===== src/rtl/instr_encoder.sv =====
`default_nettype none
// ----------------------------------------------------------------------------
// instr_encoder : RV32I descriptor encoder streaming words into imem via FIFO
// Rev 1.0
// ----------------------------------------------------------------------------
module instr_encoder #(
   parameter int ADDRESS_BITS = 16,
   parameter int FIFO_DEPTH   = 4
) (
   input  logic                    clock,
   input  logic                    reset,
   input  logic                    start,
   input  logic [ADDRESS_BITS-1:0] start_addr,
   input  logic                    flush,
   input  logic                    in_valid,
   output logic                    in_ready,
   input  logic [3:0]              in_class,
   input  logic [4:0]              in_rd,
   input  logic [4:0]              in_rs1,
   input  logic [4:0]              in_rs2,
   input  logic [2:0]              in_funct3,
   input  logic                    in_alt,
   input  logic [31:0]             in_imm,
   output logic                    mem_wEn,
   input  logic                    mem_ready,
   output logic [ADDRESS_BITS-1:0] mem_addr,
   output logic [31:0]             mem_wdata,
   output logic                    err,
   output logic [ADDRESS_BITS-1:0] count,
   output logic                    done
);

   localparam int PTR_W = (FIFO_DEPTH > 1) ? $clog2(FIFO_DEPTH) : 1;

   localparam logic [6:0] OP_R      = 7'b0110011;
   localparam logic [6:0] OP_I      = 7'b0010011;
   localparam logic [6:0] OP_LOAD   = 7'b0000011;
   localparam logic [6:0] OP_STORE  = 7'b0100011;
   localparam logic [6:0] OP_BRANCH = 7'b1100011;
   localparam logic [6:0] OP_JAL    = 7'b1101111;
   localparam logic [6:0] OP_JALR   = 7'b1100111;
   localparam logic [6:0] OP_AUIPC  = 7'b0010111;
   localparam logic [6:0] OP_LUI    = 7'b0110111;
   localparam logic [31:0] NOP_WORD = 32'h0000_0013;

   typedef enum logic [1:0] {
      ST_IDLE  = 2'd0,
      ST_RUN   = 2'd1,
      ST_DRAIN = 2'd2,
      ST_DONE  = 2'd3
   } state_t;

   state_t state, state_next;

   logic [31:0]      fifo_mem [FIFO_DEPTH];
   logic [PTR_W:0]   wr_ptr, rd_ptr;
   logic             fifo_empty, fifo_full;
   logic             push, pop;
   logic [31:0]      enc_word;
   logic             enc_err;
   logic             fits_i12, fits_b13, fits_j21;
   logic             unused_addr_bits;

   assign unused_addr_bits = ^start_addr[1:0];

   assign fifo_empty = (wr_ptr == rd_ptr);
   assign fifo_full  = (wr_ptr[PTR_W] != rd_ptr[PTR_W]) &&
                       (wr_ptr[PTR_W-1:0] == rd_ptr[PTR_W-1:0]);

   assign in_ready  = (state == ST_RUN) && !fifo_full;
   assign push      = in_valid && in_ready;
   assign mem_wEn   = !fifo_empty;
   assign pop       = mem_wEn && mem_ready;
   assign mem_wdata = fifo_empty ? 32'h0 : fifo_mem[rd_ptr[PTR_W-1:0]];
   assign done      = (state == ST_DONE);

   // Sign-extension checks: every bit above the field must equal the field's sign bit.
   assign fits_i12 = (&in_imm[31:11]) || !(|in_imm[31:11]);
   assign fits_b13 = ((&in_imm[31:12]) || !(|in_imm[31:12])) && !in_imm[0];
   assign fits_j21 = ((&in_imm[31:20]) || !(|in_imm[31:20])) && !in_imm[0];

   always_comb begin
      enc_word = NOP_WORD;
      enc_err  = 1'b0;
      case (in_class)
         4'd0: enc_word = {1'b0, in_alt, 5'b0, in_rs2, in_rs1, in_funct3, in_rd, OP_R};
         4'd1: begin
            if (in_funct3 == 3'b101) begin
               enc_word = {1'b0, in_alt, 5'b0, in_imm[4:0], in_rs1, in_funct3, in_rd, OP_I};
               enc_err  = |in_imm[31:5];
            end else begin
               enc_word = {in_imm[11:0], in_rs1, in_funct3, in_rd, OP_I};
               enc_err  = !fits_i12;
            end
         end
         4'd2: begin
            enc_word = {in_imm[11:0], in_rs1, in_funct3, in_rd, OP_LOAD};
            enc_err  = !fits_i12;
         end
         4'd3: begin
            enc_word = {in_imm[11:5], in_rs2, in_rs1, in_funct3, in_imm[4:0], OP_STORE};
            enc_err  = !fits_i12;
         end
         4'd4: begin
            enc_word = {in_imm[12], in_imm[10:5], in_rs2, in_rs1, in_funct3,
                        in_imm[4:1], in_imm[11], OP_BRANCH};
            enc_err  = !fits_b13;
         end
         4'd5: begin
            enc_word = {in_imm[20], in_imm[10:1], in_imm[11], in_imm[19:12], in_rd, OP_JAL};
            enc_err  = !fits_j21;
         end
         4'd6: begin
            enc_word = {in_imm[11:0], in_rs1, in_funct3, in_rd, OP_JALR};
            enc_err  = !fits_i12;
         end
         4'd7: begin
            enc_word = {in_imm[31:12], in_rd, OP_AUIPC};
            enc_err  = |in_imm[11:0];
         end
         4'd8: begin
            enc_word = {in_imm[31:12], in_rd, OP_LUI};
            enc_err  = |in_imm[11:0];
         end
         default: begin
            enc_word = NOP_WORD;
            enc_err  = 1'b1;
         end
      endcase
   end

   always_comb begin
      state_next = state;
      case (state)
         ST_IDLE:  if (start) state_next = ST_RUN;
         ST_RUN:   if (flush) state_next = ST_DRAIN;
         ST_DRAIN: if (fifo_empty) state_next = ST_DONE;
         ST_DONE:  state_next = ST_IDLE;
         default:  state_next = ST_IDLE;
      endcase
   end

   always_ff @(posedge clock) begin
      if (!reset) begin
         state    <= ST_IDLE;
         wr_ptr   <= '0;
         rd_ptr   <= '0;
         mem_addr <= '0;
         count    <= '0;
         err      <= 1'b0;
      end else begin
         state <= state_next;
         if (push) wr_ptr <= wr_ptr + (PTR_W+1)'(1);
         if (pop)  rd_ptr <= rd_ptr + (PTR_W+1)'(1);
         if ((state == ST_IDLE) && start) begin
            mem_addr <= {start_addr[ADDRESS_BITS-1:2], 2'b00};
            count    <= '0;
            err      <= 1'b0;
         end else begin
            if (pop) begin
               mem_addr <= mem_addr + ADDRESS_BITS'(4);
               count    <= count + ADDRESS_BITS'(1);
            end
            if (push && enc_err) err <= 1'b1;
         end
      end
   end

   // Storage needs no reset; validity is tracked by the pointers alone.
   always_ff @(posedge clock) begin
      if (push) fifo_mem[wr_ptr[PTR_W-1:0]] <= enc_word;
   end

endmodule
`default_nettype wire


===== config.mk =====
export PLATFORM = sky130hd
export DESIGN_NAME = instr_encoder
export DESIGN_NICKNAME = d
export VERILOG_FILES = /design/src/rtl/instr_encoder.sv
export SDC_FILE = /design/constraint.sdc
export NUM_CORES = 1
export LEC_CHECK = 0
export CORE_ASPECT_RATIO = 0.75
export CORE_MARGIN = 4
export CORE_UTILIZATION = 31
export CTS_CLUSTER_SIZE = 28
export DETAILED_ROUTE_END_ITERATION = 6
export GPL_ROUTABILITY_DRIVEN = 0
export GPL_TIMING_DRIVEN = 0
export PLACE_DENSITY = 0.53
export SLEW_MARGIN = 0
export SYNTH_ARGS = -nofsm -noshare
export SYNTH_HDL_FRONTEND = slang
export SYNTH_SLANG_ARGS = --single-unit

===== constraint.sdc =====
create_clock -name clock -period 4.24 [get_ports clock]
set_clock_uncertainty 0.05 [all_clocks]
set_input_delay 0.848 -clock clock [delete_from_list [all_inputs] [get_ports clock]]
set_output_delay 0.848 -clock clock [all_outputs]
set_load 0.02 [all_outputs]

; Yosys cells after proc, flatten, opt, wreduce, memory -nomap -nowiden
; Memory sizes are Yosys's and may differ from the RTL's. A register that Yosys moved wholly into a read port is not among the register bits.
; Index checks and enable logic that the tools add are counted.
[op_classes]
add_sub_neg = 4
multipliers = 0
div_mod_pow = 0
order_cmp = 0
eq_ne = 18
n_shift = 0
muxes = 15
n_bitwise = 1
reduce_logical = 35
[op_table]
columns = op, n
row1 = case mux 32 bit (9 select lines), 1
row2 = two-way mux 32 bit, 2
row3 = two-way mux 16 bit, 2
row4 = OR reduction 27 bit, 1
row5 = OR reduction 12 bit, 2
row6 = AND reduction 21 bit, 1
row7 = OR reduction 21 bit, 1
row8 = AND reduction 20 bit, 1
row9 = OR reduction 20 bit, 1
row10 = adder 16 x 1 -> 16 bit (second input constant), 1
row11 = adder 16 x 3 -> 16 bit (second input constant), 1
row12 = == test 4 x 3 -> 1 bit (second input constant), 4
row13 = AND reduction 12 bit, 1
row14 = two-way mux 2 bit, 5
row15 = zero test 1 bit, 9
row16 = == test 4 x 2 -> 1 bit (second input constant), 2
row17 = logical AND 1 bit, 8
row18 = case mux 2 bit (4 select lines), 1
row19 = adder 3 x 1 -> 3 bit (second input constant), 2
row20 = inequality test 2 bit (second input constant), 3
row21 = case mux 1 bit (6 select lines), 1
row22 = == test 2 bit (second input constant), 2
row23 = == test 4 x 1 -> 1 bit (second input constant), 1
row24 = == test 4 bit (second input constant), 1
row25 = 14 further kinds, 19
[totals]
ff_bits = 41
latchBits = 0
mem_bits_rw = 128
romBits = 0
inputBits = 77
out_inout_bits = 68
wordCells = 81
memories = 1
[mem_list]
columns = name, words, word_bits, read_ports, rd_ports_with_merged_regs, write_ports, line
row1 = fifo_mem, 4, 32, 1, 1, 1, 55  ; logic [31:0] fifo_mem [FIFO_DEPTH];

; Depth between registers and ports, before layout
; Gate-level depths: netlist (run 1).
[logic_depth]
word_depth = 7
mapped_depth = 7
mapped_depth_nobuf = 7

; Worst setup path before layout (run 1)
; Ideal clock, no wire load.
[synth_path]
kind = register to output
start = reg wr_ptr[0]
end = out mem_wdata[22]
arrival_ns = 1.523
slack_ns = 1.819
path_stages_with_launch = 5
path_cell_list = dfxtp_1 > xor2_2 > or3_1 > clkbuf_1 > and2_1
[synth_via]
elab_chain_cells = 2
[synth_rtl]
columns = item, line
row1 = from (decl), 56  ; logic [PTR_W:0] wr_ptr, rd_ptr;
row2 = from (signal assigned), 153  ; if (push) wr_ptr <= wr_ptr + (PTR_W+1)'(1);
row3 = == test 3 bit, 66  ; assign fifo_empty = (wr_ptr == rd_ptr);
row4 = two-way mux 32 bit, 74  ; assign mem_wdata = fifo_empty ? 32'h0 : fifo_mem[rd_ptr[PTR_W-1:0]];
row5 = to (decl), 27  ; output logic [31:0] mem_wdata,
; Every way passes these cells.

; Worst setup path in the final report (run 1)
[layout_path]
start = reg wr_ptr[0]
end = out mem_wdata[24]
; The elaborated chain is that of the path after synthesis.

==> metrics.txt, run 1 <==
outcome=complete, no violations; CTS tree=done; CTS Sinks=~160; Endpoint, Worst Hold=count[15]$_SDFFE_PP0P_; CP Cell Sequence=xor2_2, or3_1, clkbuf_1, and2_1, clkdlybuf4s50_1; post-synthesis area per instance=about 12 sq um; DR WL/cell=around 20 microns; worst r2r path cells=3; Synth Cell Area=roughly 0.0077 sq mm; GR Util met3=0.0376; fin area=just over 0.01 sq mm; critical path arrival=about 2.9 ns; Core Rows=between 40 and 50; P&R area growth vs syn=31.4%; Startpoint Class=register; DR vias/cell=5.22; Total GRT Usage=0.161; Max Buffers Root-to-Sink=2; Setup TNS=0 ns; Critical Path Max Stage Delay=between 0.6 and 0.7 ns; first-pass GRT wire length=approximately 34 mm; pin count of the biggest net entering global routing=31; nets@finish=870; Setup violations, final=0; Rel. slew slack=0.394; Top Usage Layer GRT=met2; M1 GR Usage=0.223; Synth Flop Type=edfxtp_1; gr ovfl total=0; Post-DRT Antenna Nets=0; PwrDens=~530 mW/mm^2; initial drt markers=about 470; die width=between 150 and 200 microns; Vert. Die Dim=around 140 microns; sequential area share after synthesis=0.572; Setup Fix Bufs, Post-CTS=0; antenna cells=0; Pwr Total=between 5 and 6 mW; hold path start=count[15]$_SDFFE_PP0P_; # hold bufs at CTS=0; Async SR Flop Fraction=0; Worst Tran Pin Value=between 0.9 and 1 ns; Worst path depth=5; post-cts resize count=0; area of the multi-input gates=between 0.003 and 0.004 sq mm; critical path capture point type=primary output; critical path type=register to primary output; die footprint=about 0.028 sq mm; Worst Path Required=around 3.3 ns; DR vias=between 5000 and 6000; Initial Util=0.318; area of the core=between 0.02 and 0.025 sq mm; Num CTS Buffers=17; MaxCap Viol Count=0; Crit path buffers/inverters=2; Placed Area=around 0.0096 sq mm; synth top area cells=edfxtp_1 (47%), dfxtp_1 (11%), mux4_2 (8.7%); R2R Setup Slk=roughly 1.8 ns; worst reg2reg endpoint=fifo_mem[1][4]$_DFFE_PP_; share of layout cells above drive strength 1=0.108; post-DP HPWL=16.1 mm; VDD IR-drop max=~320 uV; # fillers=2318; CTS HTree Levels=4; Post-Syn Instances=619; hold path cells=2; grt met2 use=0.253; drt pass-1 iters=6; Routed WL=22.2 mm; Final Hold Vio Count=0; slowest stage cell on the critical path=clkdlybuf4s50_1; final number of max-transition violations=0; IO Pins=145; Post-synth EDFFs=between 100 and 150; CP top delay family=buffers and inverters; vias in the first global route=roughly 6000; flip-flop and latch count after synthesis=161; period utilization=0.893; Skew-Pair Late Insertion Delay=0.42 ns; Hold WS=0.458 ns; share of Yosys cell area claimed by the top area cell type=0.466; critical-path maximum fanout=12; worst min-delay path category=register to register; post-synth top area cell=edfxtp_1; synth unique cells=56; clock slew at the register clock pins of the worst setup and hold paths=roughly 0.060 ns; warnings from Yosys=0; Critical R2R Launch=wr_ptr[0]$_SDFFE_PN0P_; CTS Root Cell=clkbuf_16; Sequential Area=between 0.004 and 0.005 sq mm; fmax=264 MHz; unrepaired setup endpoints after global routing=no; minimum clock period=3.79 ns; P_leak=roughly 3.3 nW; port buffer count=140; # DRC=0; initial antenna violation count=0
-- power by group --
| group | internal, mW | leakage (nW) | total [mW] | switching [mW] |
|---|---|---|---|---|
| Combinational | 0.883 | 1.58 | 1.92 | 1.04 |
| Sequential | 1.86 | 1.43 | 1.96 | 0.103 |
| Clock | 0.816 | 0.267 | 1.47 | 0.651 |
-- Yosys cell counts, types with 6 or more instances --
master / instances
and2_1: 36
nand4_1: 14
nor4_1: 12
a21o_1: 6
ha_1: 12
nor2_1: 42
xor2_1: 8
nor2b_1: 23
a21oi_1: 36
nor3_1: 12
a221oi_1: 6
dfxtp_1: 41
clkbuf_1: 21
inv_1: 15
o22ai_1: 11
a311oi_1: 7
or4_1: 6
mux4_2: 30
xnor2_1: 23
nand2_1: 37
nand3_1: 11
o21ai_0: 12
edfxtp_1: 120
a211oi_1: 8
-- stage by stage --
stage	util	worst slack (ns)	cells
final	0.418	0.454	1125
after global routing	0.418	0.257	1125
after CTS	0.418	0.393	1125
after detailed placement	0.395	0.770	1093
after global placement	0.393	0.550	1091
after floorplan	-	1.82	620
-- sequential cells by signal, summed over array words and instances, names as in the netlist, named ones only --
name / cells
state: 2
wr_ptr: 3
rd_ptr: 3
err: 1
fifo_mem: 120
count: 16
mem_addr: 14
-- cell usage in the layout, fill, tap and decap left out, types with 5 or more instances in the layout --
master and count:
buf_2 5, nor4_1 12, nor3_1 12, a21o_1 6
dfxtp_1 41, mux4_2 30, edfxtp_1 120, nand4_1 14
clkinv_4 5, a22o_1 5, a311oi_1 7, nand2_1 37
nor2_1 42, clkbuf_16 17, a21oi_1 36, or4_1 6
xor2_1 8, inv_1 15, nand3_1 11, ha_1 12
nand2b_1 5, and2_1 32, xnor2_1 23, clkdlybuf4s50_1 140
nor2b_1 23, o21ai_0 12, a211oi_1 8, a221oi_1 6
o22ai_1 11, clkbuf_1 22
-- worst max path at each step --
stage	startpoint	endpoint	slack, ns
after floorplan	wr_ptr[0]$_SDFFE_PN0P_	mem_wdata[22]	1.82
after global placement	in_valid	fifo_mem[3][29]$_DFFE_PP_	0.55
after detailed placement	in_class[3]	fifo_mem[1][12]$_DFFE_PP_	0.77
after CTS	wr_ptr[0]$_SDFFE_PN0P_	mem_wdata[24]	0.39
after global routing	wr_ptr[0]$_SDFFE_PN0P_	mem_wdata[24]	0.26
final	wr_ptr[0]$_SDFFE_PN0P_	mem_wdata[24]	0.45
-- worst register-to-register path: stages, from the launching register on --
cell and delay [ns]:
dfxtp_1 0.46, xor2_2 0.28, o311a_1 0.42, and2_2 0.81
-- metal layers --
metal	routed length [microns]	vias up
li1	-	2696
met2	10300	229
met1	9990	2926
met5	0	-
met4	289	0
met3	1550	26
-- logic make-up (layout without fill, tap and decap cells) --
group / Yosys count / count (layout) / share of synthesized area
xor+xnor: 33 / 33 / 0.0393
compound gates: 120 / 120 / 0.106
fa+ha+maj: 12 / 12 / 0.0194
mux: 34 / 34 / 0.0926
flops: 161 / 161 / 0.572
buf+inv: 51 / 225 / 0.0285
other cells: 1 / 2 / 0.000485
simple gates: 207 / 207 / 0.141
-- area by class of cell --
| type | count | area share |
|---|---|---|
| Inverter | 16 | 0.00591 |
| Sequential cell | 161 | 0.436 |
| Clock buffer | 18 | 0.0423 |
| Multi-Input combinational cell | 408 | 0.305 |
| Clock inverter | 14 | 0.0131 |
| Timing Repair Buffer | 142 | 0.142 |
| Tap cell | 331 | 0.0408 |
| Buffer | 35 | 0.0158 |
Power figures use the tool's default switching activity.
==> run 2: changes to the inputs <==
ABC_AREA = 1   (was default)
==> metrics.txt, run 2 <==
Final Non-Filler Cells=1401 (was 1125); CP Cell Sequence=clkbuf_1, clkinv_1, clkbuf_1, nor2_1, o32ai_1, nand2_1, inv_1, clkdlybuf4s50_1 (was xor2_2, or3_1, clkbuf_1, and2_1, clkdlybuf4s50_1); # fillers=2496 (was 2318); first-pass GRT wire length=36.6 mm (was 33.9 mm); Placed Area=0.00980 sq mm (was 0.00959 sq mm); CTS Root Cell=clkbuf_16 (unchanged); critical path capture point type=primary output (unchanged); Max Buffers Root-to-Sink=2 (unchanged); Worst Path Required=3.34 ns (about the same); Synth Flop Type=edfxtp_1 (unchanged); outcome=complete, no violations (unchanged); final core occ=0.416 (was 0.418); Core Rows=50 (was 49); Total GRT Usage=0.169 (was 0.161); slowest stage cell on the critical path=clkdlybuf4s50_1 (unchanged); share of Yosys cell area claimed by the top area cell type=0.458 (was 0.466); Synth Cell Area=0.00787 sq mm (was 0.00773 sq mm); P_leak=3.96 nW (was 3.28 nW); most common cell after layout, fill and taps aside=nor2_1 (was clkdlybuf4s50_1); Critical Path Max Stage Delay=0.60 ns (was 0.62 ns); share of layout cells above drive strength 1=0.0564 (was 0.108); pin count of the biggest net entering global routing=21 (was 31); worst min-delay path category=register to register (unchanged); Post-synth EDFFs=120 (unchanged); area of the core=0.0250 sq mm (was 0.0243 sq mm); Post-Syn Instances=887 (was 619); Skew-Pair Late Insertion Delay=0.43 ns (was 0.42 ns); Num CTS Buffers=17 (unchanged); clock slew at the register clock pins of the worst setup and hold paths=0.06 ns (about the same); cell mode on critical path=clkbuf_1; period utilization=0.944 (was 0.893); die footprint=0.0280 sq mm (was 0.0275 sq mm); DR vias=6633 (was 5877); critical path arrival=3.11 ns (was 2.89 ns); PwrDens=624 mW/mm^2 (was 526 mW/mm^2); PnR worst setup slack=0.237 ns (was 0.454 ns); Pwr Total=6.49 mW (was 5.35 mW); IO Pins=145 (unchanged); count leader, synth=nor2_1 (was edfxtp_1); Initial Util=0.315 (was 0.318); post-synth top area cell=edfxtp_1 (unchanged); die width=192 microns (was 190 microns); Async SR Flop Fraction=0 (unchanged); initial drt markers=535 (was 467); MaxCap Viol Count=0 (unchanged); Setup Fix Bufs, Post-CTS=0 (unchanged); VDD IR-drop max=393 uV (was 316 uV); fmax=250 MHz (was 264 MHz); most frequent cells in the layout=nor2_1 (165), nand2_1 (151), clkdlybuf4s50_1 (139), edfxtp_1 (120), inv_1 (111) (was clkdlybuf4s50_1 (140), edfxtp_1 (120), nor2_1 (42), dfxtp_1 (41), nand2_1 (37)); Final Hold Vio Count=0 (unchanged); vias in the first global route=6293 (was 5996); synth unique cells=43 (was 56); # DRC=0 (unchanged); placed cell count=1369 (was 1093); CTS HTree Levels=4 (unchanged); Commonest cells post-synth=nor2_1 (169), nand2_1 (151), edfxtp_1 (120), inv_1 (111), o21ai_0 (71) (was edfxtp_1 (120), nor2_1 (42), dfxtp_1 (41), nand2_1 (37)); max reg flops=120 (unchanged); critical path type=register to primary output (unchanged); antenna cells=0 (unchanged); post-synthesis area per instance=8.87 sq um (was 12.5 sq um); # hold bufs at CTS=0 (unchanged); flip-flop and latch count after synthesis=161 (unchanged); DR WL/cell=16.9 microns (was 19.7 microns); Setup violations, final=0 (unchanged); initial antenna violation count=0 (unchanged); unrepaired setup endpoints after global routing=no (unchanged); synth top area cells=edfxtp_1 (46%), dfxtp_1 (10%), nor2_1 (8.1%) (was edfxtp_1 (47%), dfxtp_1 (11%), mux4_2 (8.7%)); DR vias/cell=4.73 (was 5.22); fin area=0.0104 sq mm (was 0.0102 sq mm); Worst Tran Pin Value=0.848 ns (was 0.902 ns); Post-DRT Antenna Nets=0 (unchanged); minimum clock period=4.00 ns (was 3.79 ns); final number of max-transition violations=0 (unchanged); warnings from Yosys=0 (unchanged); Startpoint Class=register (unchanged); sequential area share after synthesis=0.562 (was 0.572); Setup TNS=0 ns (unchanged); port buffer count=139 (was 140); Routed WL=23.7 mm (was 22.2 mm); P&R area growth vs syn=32.1% (was 31.4%); nets@finish=1139 (was 870); critical-path maximum fanout=10 (was 12); CTS tree=done (unchanged); post-cts resize count=0 (unchanged); gr ovfl total=0 (unchanged); CTS Sinks=161 (unchanged); pre-CTS WS=0.702 ns (was 0.770 ns); drt pass-1 iters=7 (was 6); Vert. Die Dim=146 microns (was 145 microns); Rel. slew slack=0.431 (was 0.394); post-DP HPWL=17.1 mm (was 16.1 mm); Hold WS=0.422 ns (was 0.458 ns)
## run 2: cell count changes after synthesis, moves of 36 or more
cell     change
nand2_1    +114
o21ai_0     +59
inv_1       +96
and2_1      -36
nor2_1     +127
## run 2: power breakdown
group          internal [mW]  switching (mW)
registers               1.86          0.0954
logic                   1.14            1.83
clock network          0.839           0.712
## run 2: kinds of logic after synthesis
| logic type | Yosys count | share of synthesized area |
|---|---|---|
| flip-flops | 161 | 0.562 |
| XOR/XNOR | 11 | 0.0122 |
| buffers and inverters | 152 | 0.0762 |
| AO/OA/AOI/OAI | 162 | 0.126 |
| adder cells (fa/ha/maj) | 12 | 0.0191 |
| other | 1 | 0.000477 |
| AND/OR/NAND/NOR | 388 | 0.203 |
## run 2: path summary, 6_finish.rpt
kind	from	to	slack, ns	cells past startpoint
min reg2reg	err$_SDFFE_PP0P_	err$_SDFFE_PP0P_	0.42	2
min	err$_SDFFE_PP0P_	err$_SDFFE_PP0P_	0.42	2
max reg2reg	wr_ptr[2]$_SDFFE_PN0P_	fifo_mem[3][21]$_DFFE_PP_	1.83	8
max	register	mem_wdata[21]	0.24	8
## run 2: final cells by class
type,count,area (sq um),share of cell area
inverter,113,424,0.0408
clock inverter,15,164,0.0158
multi-input combinational,575,2880,0.277
clock buffer,17,425,0.0409
buffer,39,175,0.0169
timing repair buffer,143,1480,0.142
tap,338,423,0.0407
sequential,161,4420,0.426
## run 2: per-layer routing
metal,GRT usage,routed length (microns)
met4,0.0349,221
met2,0.261,10500
met5,0,0
met1,0.250,11900
met3,0.0300,1160
## run 2: critical path: cells and delay by family, from the launching register on
family	cells	cell delay (ns)
compound gates	1	0.59
buf+inv	5	1.61
flops	1	0.30
simple gates	2	0.18
